`src/rtl/wb_regfile.sv`:
```
// wb_regfile: 32x32 RISC-V integer register file with writeback select,
// write-through bypass to both read ports and a committed-write counter.
//
// Ports:
//   clk, reset          rising-edge clock, synchronous active-high reset
//   wb_alu, wb_mem      writeback candidates from MEM/WB
//   wb_rd               destination register index
//   wb_regwrite         writeback enable
//   wb_memtoreg         1 selects wb_mem, 0 selects wb_alu
//   rs1_addr, rs2_addr  read port indices (ID stage)
//   rs1_data, rs2_data  read port data (combinational, bypassed)
//   wb_value            selected writeback value, for forwarding
//   wb_commit           a register write takes effect this cycle
//   wb_count            number of committed register writes (wraps)
module wb_regfile (
    input  logic        clk,
    input  logic        reset,
    input  logic [31:0] wb_alu,
    input  logic [31:0] wb_mem,
    input  logic [4:0]  wb_rd,
    input  logic        wb_regwrite,
    input  logic        wb_memtoreg,
    input  logic [4:0]  rs1_addr,
    input  logic [4:0]  rs2_addr,
    output logic [31:0] rs1_data,
    output logic [31:0] rs2_data,
    output logic [31:0] wb_value,
    output logic        wb_commit,
    output logic [31:0] wb_count
);

    logic [31:0] regs [32];
    logic [31:0] count_q;

    assign wb_value  = wb_memtoreg ? wb_mem : wb_alu;
    // x0 writes never commit, so they neither store, count nor bypass.
    assign wb_commit = wb_regwrite && (wb_rd != 5'd0) && !reset;
    assign wb_count  = count_q;

    always_ff @(posedge clk) begin
        if (reset) begin
            for (int i = 0; i < 32; i++) begin
                regs[i] <= 32'd0;
            end
            count_q <= 32'd0;
        end else if (wb_commit) begin
            regs[wb_rd] <= wb_value;
            count_q     <= count_q + 32'd1;
        end
    end

    // wb_commit already excludes rd==0, so the bypass can never leak a
    // value onto an x0 read.
    always_comb begin
        rs1_data = 32'd0;
        if (wb_commit && (rs1_addr == wb_rd)) begin
            rs1_data = wb_value;
        end else if (rs1_addr != 5'd0) begin
            rs1_data = regs[rs1_addr];
        end
    end

    always_comb begin
        rs2_data = 32'd0;
        if (wb_commit && (rs2_addr == wb_rd)) begin
            rs2_data = wb_value;
        end else if (rs2_addr != 5'd0) begin
            rs2_data = regs[rs2_addr];
        end
    end

endmodule

```
`config.mk`:
```
export PLATFORM = sky130hd
export DESIGN_NAME = wb_regfile
export DESIGN_NICKNAME = d
export VERILOG_FILES = /design/src/rtl/wb_regfile.sv
export SDC_FILE = /design/constraint.sdc
export NUM_CORES = 2
export LEC_CHECK = 0
export CAP_MARGIN = 20
export CORE_UTILIZATION = 25
export CTS_BUF_LIST = sky130_fd_sc_hd__clkbuf_8
export CTS_CLUSTER_SIZE = 8
export DETAILED_ROUTE_END_ITERATION = 7
export SETUP_SLACK_MARGIN = 0.3
export SLEW_MARGIN = 20
export SYNTH_ARGS = -nofsm -noshare
export SYNTH_HDL_FRONTEND = slang
export SYNTH_SLANG_ARGS = --single-unit
```
`constraint.sdc`:
```
create_clock -name clk -period 4.2 [get_ports clk]
set_clock_uncertainty 0.05 [all_clocks]
set_input_delay 0.84 -clock clk [delete_from_list [all_inputs] [get_ports clk]]
set_output_delay 0.84 -clock clk [all_outputs]
set_load 0.05 [all_outputs]
```
Yosys cells after proc, flatten, opt, wreduce, memory -nomap -nowiden
Memories as Yosys holds them, arrays and structs flattened. Index checks and enable logic that the tools add are counted.

Register bits: 32. Bits in latches: 0. Memories: 1. Word-level logic and storage cells: 27. Output and inout bits: 129. ROM bits: 0. Memory bits (writable): 1024. Bits of input ports: 83.

Multiplexer cells: 13. Shifts and indexed selects: 0. Eq/ne operators: 2. Reduce and logical (&&, ||, !) cells: 9. $add $sub $neg: 1. Divide/modulo/power cells: 0. Magnitude comparators: 0. $mul: 0. Bitwise logic cells: 0.

Memories: regs (depth 32, width 32, rd ports 2, clocked after Yosys merged registers in 0, wr ports 32, line 32) `logic [31:0] regs [32];`.

Operators with widths (count): 32-bit two-way mux (6); 32-bit by 1-bit adder with 32-bit output, second input constant (1); 32-bit OR reduction (1); 5-bit nonzero test (3); 5-bit equality test (2); 1-bit two-way mux (6); 5-bit two-way mux (1); 1-bit logical AND (4); 1-bit logical NOT (1).

Logic depth before layout (Yosys ltp)
Depth after elaboration: 8. Gate-level depth with buffers: 9. Depth with buffers taken out: 6.

Least setup slack after synthesis
Ideal clock, no wire load.

Kind: in2out. Start point: in wb_rd[2]. End point: out rs1_data[18]. Arrival time: 3598 ps. Slack: -288 ps. Buffers on the path: 2. Required time: 3310 ps. Stages on the path: 8. Path through: buf_4 or3_4 o21ai_1 inv_1 nand4_2 nand2_1 clkbuf_1 o32ai_1.

Word-level cells in the longest chain between the ends: 5. Elaborated cells between the ends (all ways): 6. Classes of those cells: 1 x eq/ne; 1 x mux; 4 x reduce/logical.

RTL lines: from (decl) (line 20) `input logic [4:0] wb_rd,`; 5-bit nonzero test (line 37) `assign wb_commit = wb_regwrite && (wb_rd != 5'd0) && !reset;`; 1-bit logical AND (2 in series) (line 37); net wb_commit (line 28) `output logic wb_commit,`; 1-bit logical AND (line 56) `if (wb_commit && (rs1_addr == wb_rd)) begin`; 32-bit two-way mux (line 56); to (decl) (line 25) `output logic [31:0] rs1_data,`.

The timed path passes the listed nets, and every way through them passes these cells.

Final worst setup path
Start point: in rs2_addr[0]. End point: out rs2_data[0].

Word-level cells in the longest chain between the ends: 3. Elaborated cells between the ends (all ways): 6. Classes of those cells: 1 x eq/ne; 2 x mux; 2 x reduce/logical; 1 x memory.

RTL lines: from (decl) (line 24) `input logic [4:0] rs2_addr,`; memory 32 x 32 bit (tied with other cells); 32-bit two-way mux / 1-bit logical AND (equally long branches) (line 67, 65); 32-bit two-way mux (*) (line 65) `if (wb_commit && (rs2_addr == wb_rd)) begin`; to (decl) (line 26) `output logic [31:0] rs2_data,`.

Mark *: on every way between the ends. The rest lies on a longest branch, timed or not.

==> results.toml <==
[pwr]
p_int_w = 0.0184
p_leak_nw = 24.9
max-vdd-ir-drop_uv = 300
clockPowerShare_pct = 33.4
power.density_nw_per_um2 = 381
power_switching_w = 0.00791
p_comb_share_pct = 19.4
seqPwrFrac_pct = 47.2
swShare_pct = 30.1

[timing]
setup_viol = 0
fin_setup_tns_ns = 0
rsz0062_at_grt = "yes"
fin_ws_ns = 0.257
relSlewSlack_pct = 40.1
max_freq_mhz = 254
drv_slew = 0
tightestPinTransition_ns = 0.879
period_needed_ns = 3.94
whs_ns = 0.453
timing.final.crit_share_pct = 93.9
hold_viol_final = 0

[finish]
layout.nets = 4560
fin_cells = 7471
layout-drive-gt1-share_pct = 30.6
syn2layout_area_growth_pct = 26.7
final_common_cell = "nor2_1"
nFillCells = 21346
final_cell_mix = "1043 x nor2_1, 1024 x edfxtp_1, 390 x mux4_2"

[logic_synthesis]
synth_edf_count = 1024
ys_ff_latch = 1056
yosysTopAreaCell = "edfxtp_1"
synth_cell_type_count = 61
synth_cells = 3998
synth_warnings = 0
yosysSeqAreaShare_pct = 57.6
synth_area_per_cell_um2 = 13.6
yosysTopAreaCellShare_pct = 56.4
syn_area_um2 = 54500
async_flop_share_pct = 0
synthTopCellsByArea = "edfxtp_1 56%, mux4_2 16%, nor2_1 7.2%, mux2i_1 7.2%, clkbuf_1 1.9%"
synth_top_flop_cell = "edfxtp_1"

[critical_path]
timing.rr.end = "wb_count[30]"
critPathLaunch = "rs2_addr[0]"
end_kind = "primary output"
rrSetupSlack_ns = 1.86
cpMaxStageDelayCell = "mux4_2"
path_class = "input pin to primary output"
worstPathArrival_ns = 3.05
startpoint_type = "input pin"
worstPathMaxFanout = 27
max_stage_delay_ns = 0.59
required_ns = 3.31
worstPathCellList = "buf_16 > buf_16 > mux4_2 > o22ai_2 > nor2_2 > buf_4 > a32o_2 > buf_4"
rr_startpoint = "wb_count[0]"
cp_top_family = "buffers and inverters"
critical_path.n_buffers_inverters = 4
r2r_cells = 5

[floorplanning]
initial_core_util_pct = 25.1
die_h_um = 469
row_count = 171
core-area_um2 = 217000
io-pin-count = 212
dieArea_um2 = 220000
die_w_um = 469

[clock_tree]
clkTransAtPathRegs_ns = 0.05
clockBufferDepth = 3
cts_made_buffers = 180
clkSinkCount = 1056
htreeDepth = 4
clkLatencyLatePin_ns = 0.89
cts_hold_buf = 0
tritoncts = "yes"
root_buffer = "clkbuf_8"

[detailed_routing]
first_pass_iters = 8
wl_met1_mm = 79.3
drc_errors = 4
viasPerCell = 5.55
post_drt_wl_per_cell_um = 31.2
drtAntennaViolNets = 0
routed.top_layer = "met5"
routed_wl_mm = 233
drt_iter0_drc = 5931
vias = 41439
wl_met2_mm = 107
route.met3.wl_mm = 28.4

[place]
post-place-ws_ns = -0.142
place_congestion = 0.929
io_buffers = 211
dp_hpwl_mm = 145
dp.cells = 7087

[global_routing]
grt_overflow = 0
grt_pass1_vias = 40875
grt_max_degree = 69
grtUsageTotal_pct = 20.5
grt_pass1_wl_mm = 316
antenna_found_initial = 8

[min_path]
min-delay-start = "wb_count[30]"
hold_path_depth = 2
holdPathEnd = "wb_count[30]"
hold_class = "flop to flop"

[status]
status = "finished, violations left"
violations = "DRC"

[job]
maxCapViolCount = 0
[worst reg2reg max path, cell delays in order (launching register included)]
cell and delay, ns:
dfxtp_1 0.47, ha_1 0.29, o2111ai_2 0.24, or3_1 0.52, or4_1 0.56, a21oi_1 0.15
[state kept, by name (all words and copies together), names as in the netlist]
name      flops
regs       1024
wb_count     32
[synthesized netlist by cell type (11+ instances only)]
master,instances
nand3_1,33
mux2i_1,393
a32o_1,28
a22o_1,62
o221ai_1,31
buf_2,105
dfxtp_1,32
a211oi_1,19
o32ai_1,19
nor2b_1,32
nor4_1,11
mux4_2,390
edfxtp_1,1024
buf_4,22
nor2_1,1051
o22ai_1,74
clkbuf_1,271
buf_1,14
nand2_1,116
a221oi_1,62
a22oi_1,31
inv_1,39
xnor2_1,20
a21oi_1,14
[routing by layer]
layer  global-route usage (%)  up-vias
met5                    0.433        -
li1                         -    16277
met2                     32.6     3288
met1                     24.1    21072
met3                     5.50      791
met4                     14.2       11
[per-stage QoR]
| stage | power (W) | utilization (%) | cell area (um^2) |
|---|---|---|---|
| floorplan | 0.0150 | - | 54800 |
| global placement | 0.0173 | 29.5 | 63900 |
| detailed placement | 0.0174 | 29.5 | 63900 |
| CTS | 0.0262 | 31.5 | 68400 |
| global route | 0.0270 | 31.8 | 69000 |
| finish | 0.0263 | 31.8 | 69000 |
[layout make-up]
| class | instances | area, um^2 | share of cell area [%] |
|---|---|---|---|
| Clock buffer | 182 | 2500 | 3.63 |
| Tap cell | 2854 | 3570 | 5.17 |
| Multi-Input combinational cell | 2518 | 22800 | 33.1 |
| Inverter | 39 | 146 | 0.212 |
| Clock inverter | 135 | 767 | 1.11 |
| Sequential cell | 1056 | 31400 | 45.5 |
| Antenna cell | 6 | 15.0 | 0.0217 |
| Timing Repair Buffer | 681 | 7810 | 11.3 |
[power groups by stage]
| stage | registers (W) | clock network, W | logic (W) |
|---|---|---|---|
| finish | 0.0124 | 0.00880 | 0.00511 |
| global placement | 0.0126 | 0 | 0.00474 |
| detailed placement | 0.0126 | 0 | 0.00476 |
| floorplan | 0.0125 | 0 | 0.00253 |
| CTS | 0.0124 | 0.00887 | 0.00496 |
| global route | 0.0125 | 0.00929 | 0.00520 |
[what timing repair did]
| action | CTS | global route |
|---|---|---|
| buffers inserted | 26 | 21 |
| setup endpoints to repair | 64 | 50 |
| pin swaps | 20 | 16 |
| gates cloned | 7 | 7 |
| resized for setup | 131 | 60 |
[worst max-delay path by stage]
| stage | end | depth (start not counted) |
|---|---|---|
| 2_1_floorplan | rs1_data[13] | 8 |
| 3_3_place_gp | rs2_data[0] | 9 |
| 3_5_place_dp | rs2_data[0] | 9 |
| 4_1_cts | rs2_data[0] | 8 |
| 5_1_grt | rs2_data[0] | 8 |
| 6_report | rs2_data[0] | 8 |
[cells by family after synthesis]
| group | after synthesis | share of synthesized area, % |
|---|---|---|
| simple gates | 1309 | 9.69 |
| flops | 1056 | 57.6 |
| mux | 783 | 23.3 |
| buf+inv | 455 | 3.58 |
| compound gates | 365 | 5.29 |
| xor+xnor | 28 | 0.450 |
| fa+ha+maj | 1 | 0.0230 |
| other cells | 1 | 0.00688 |
(Power assumes the default switching activity.)
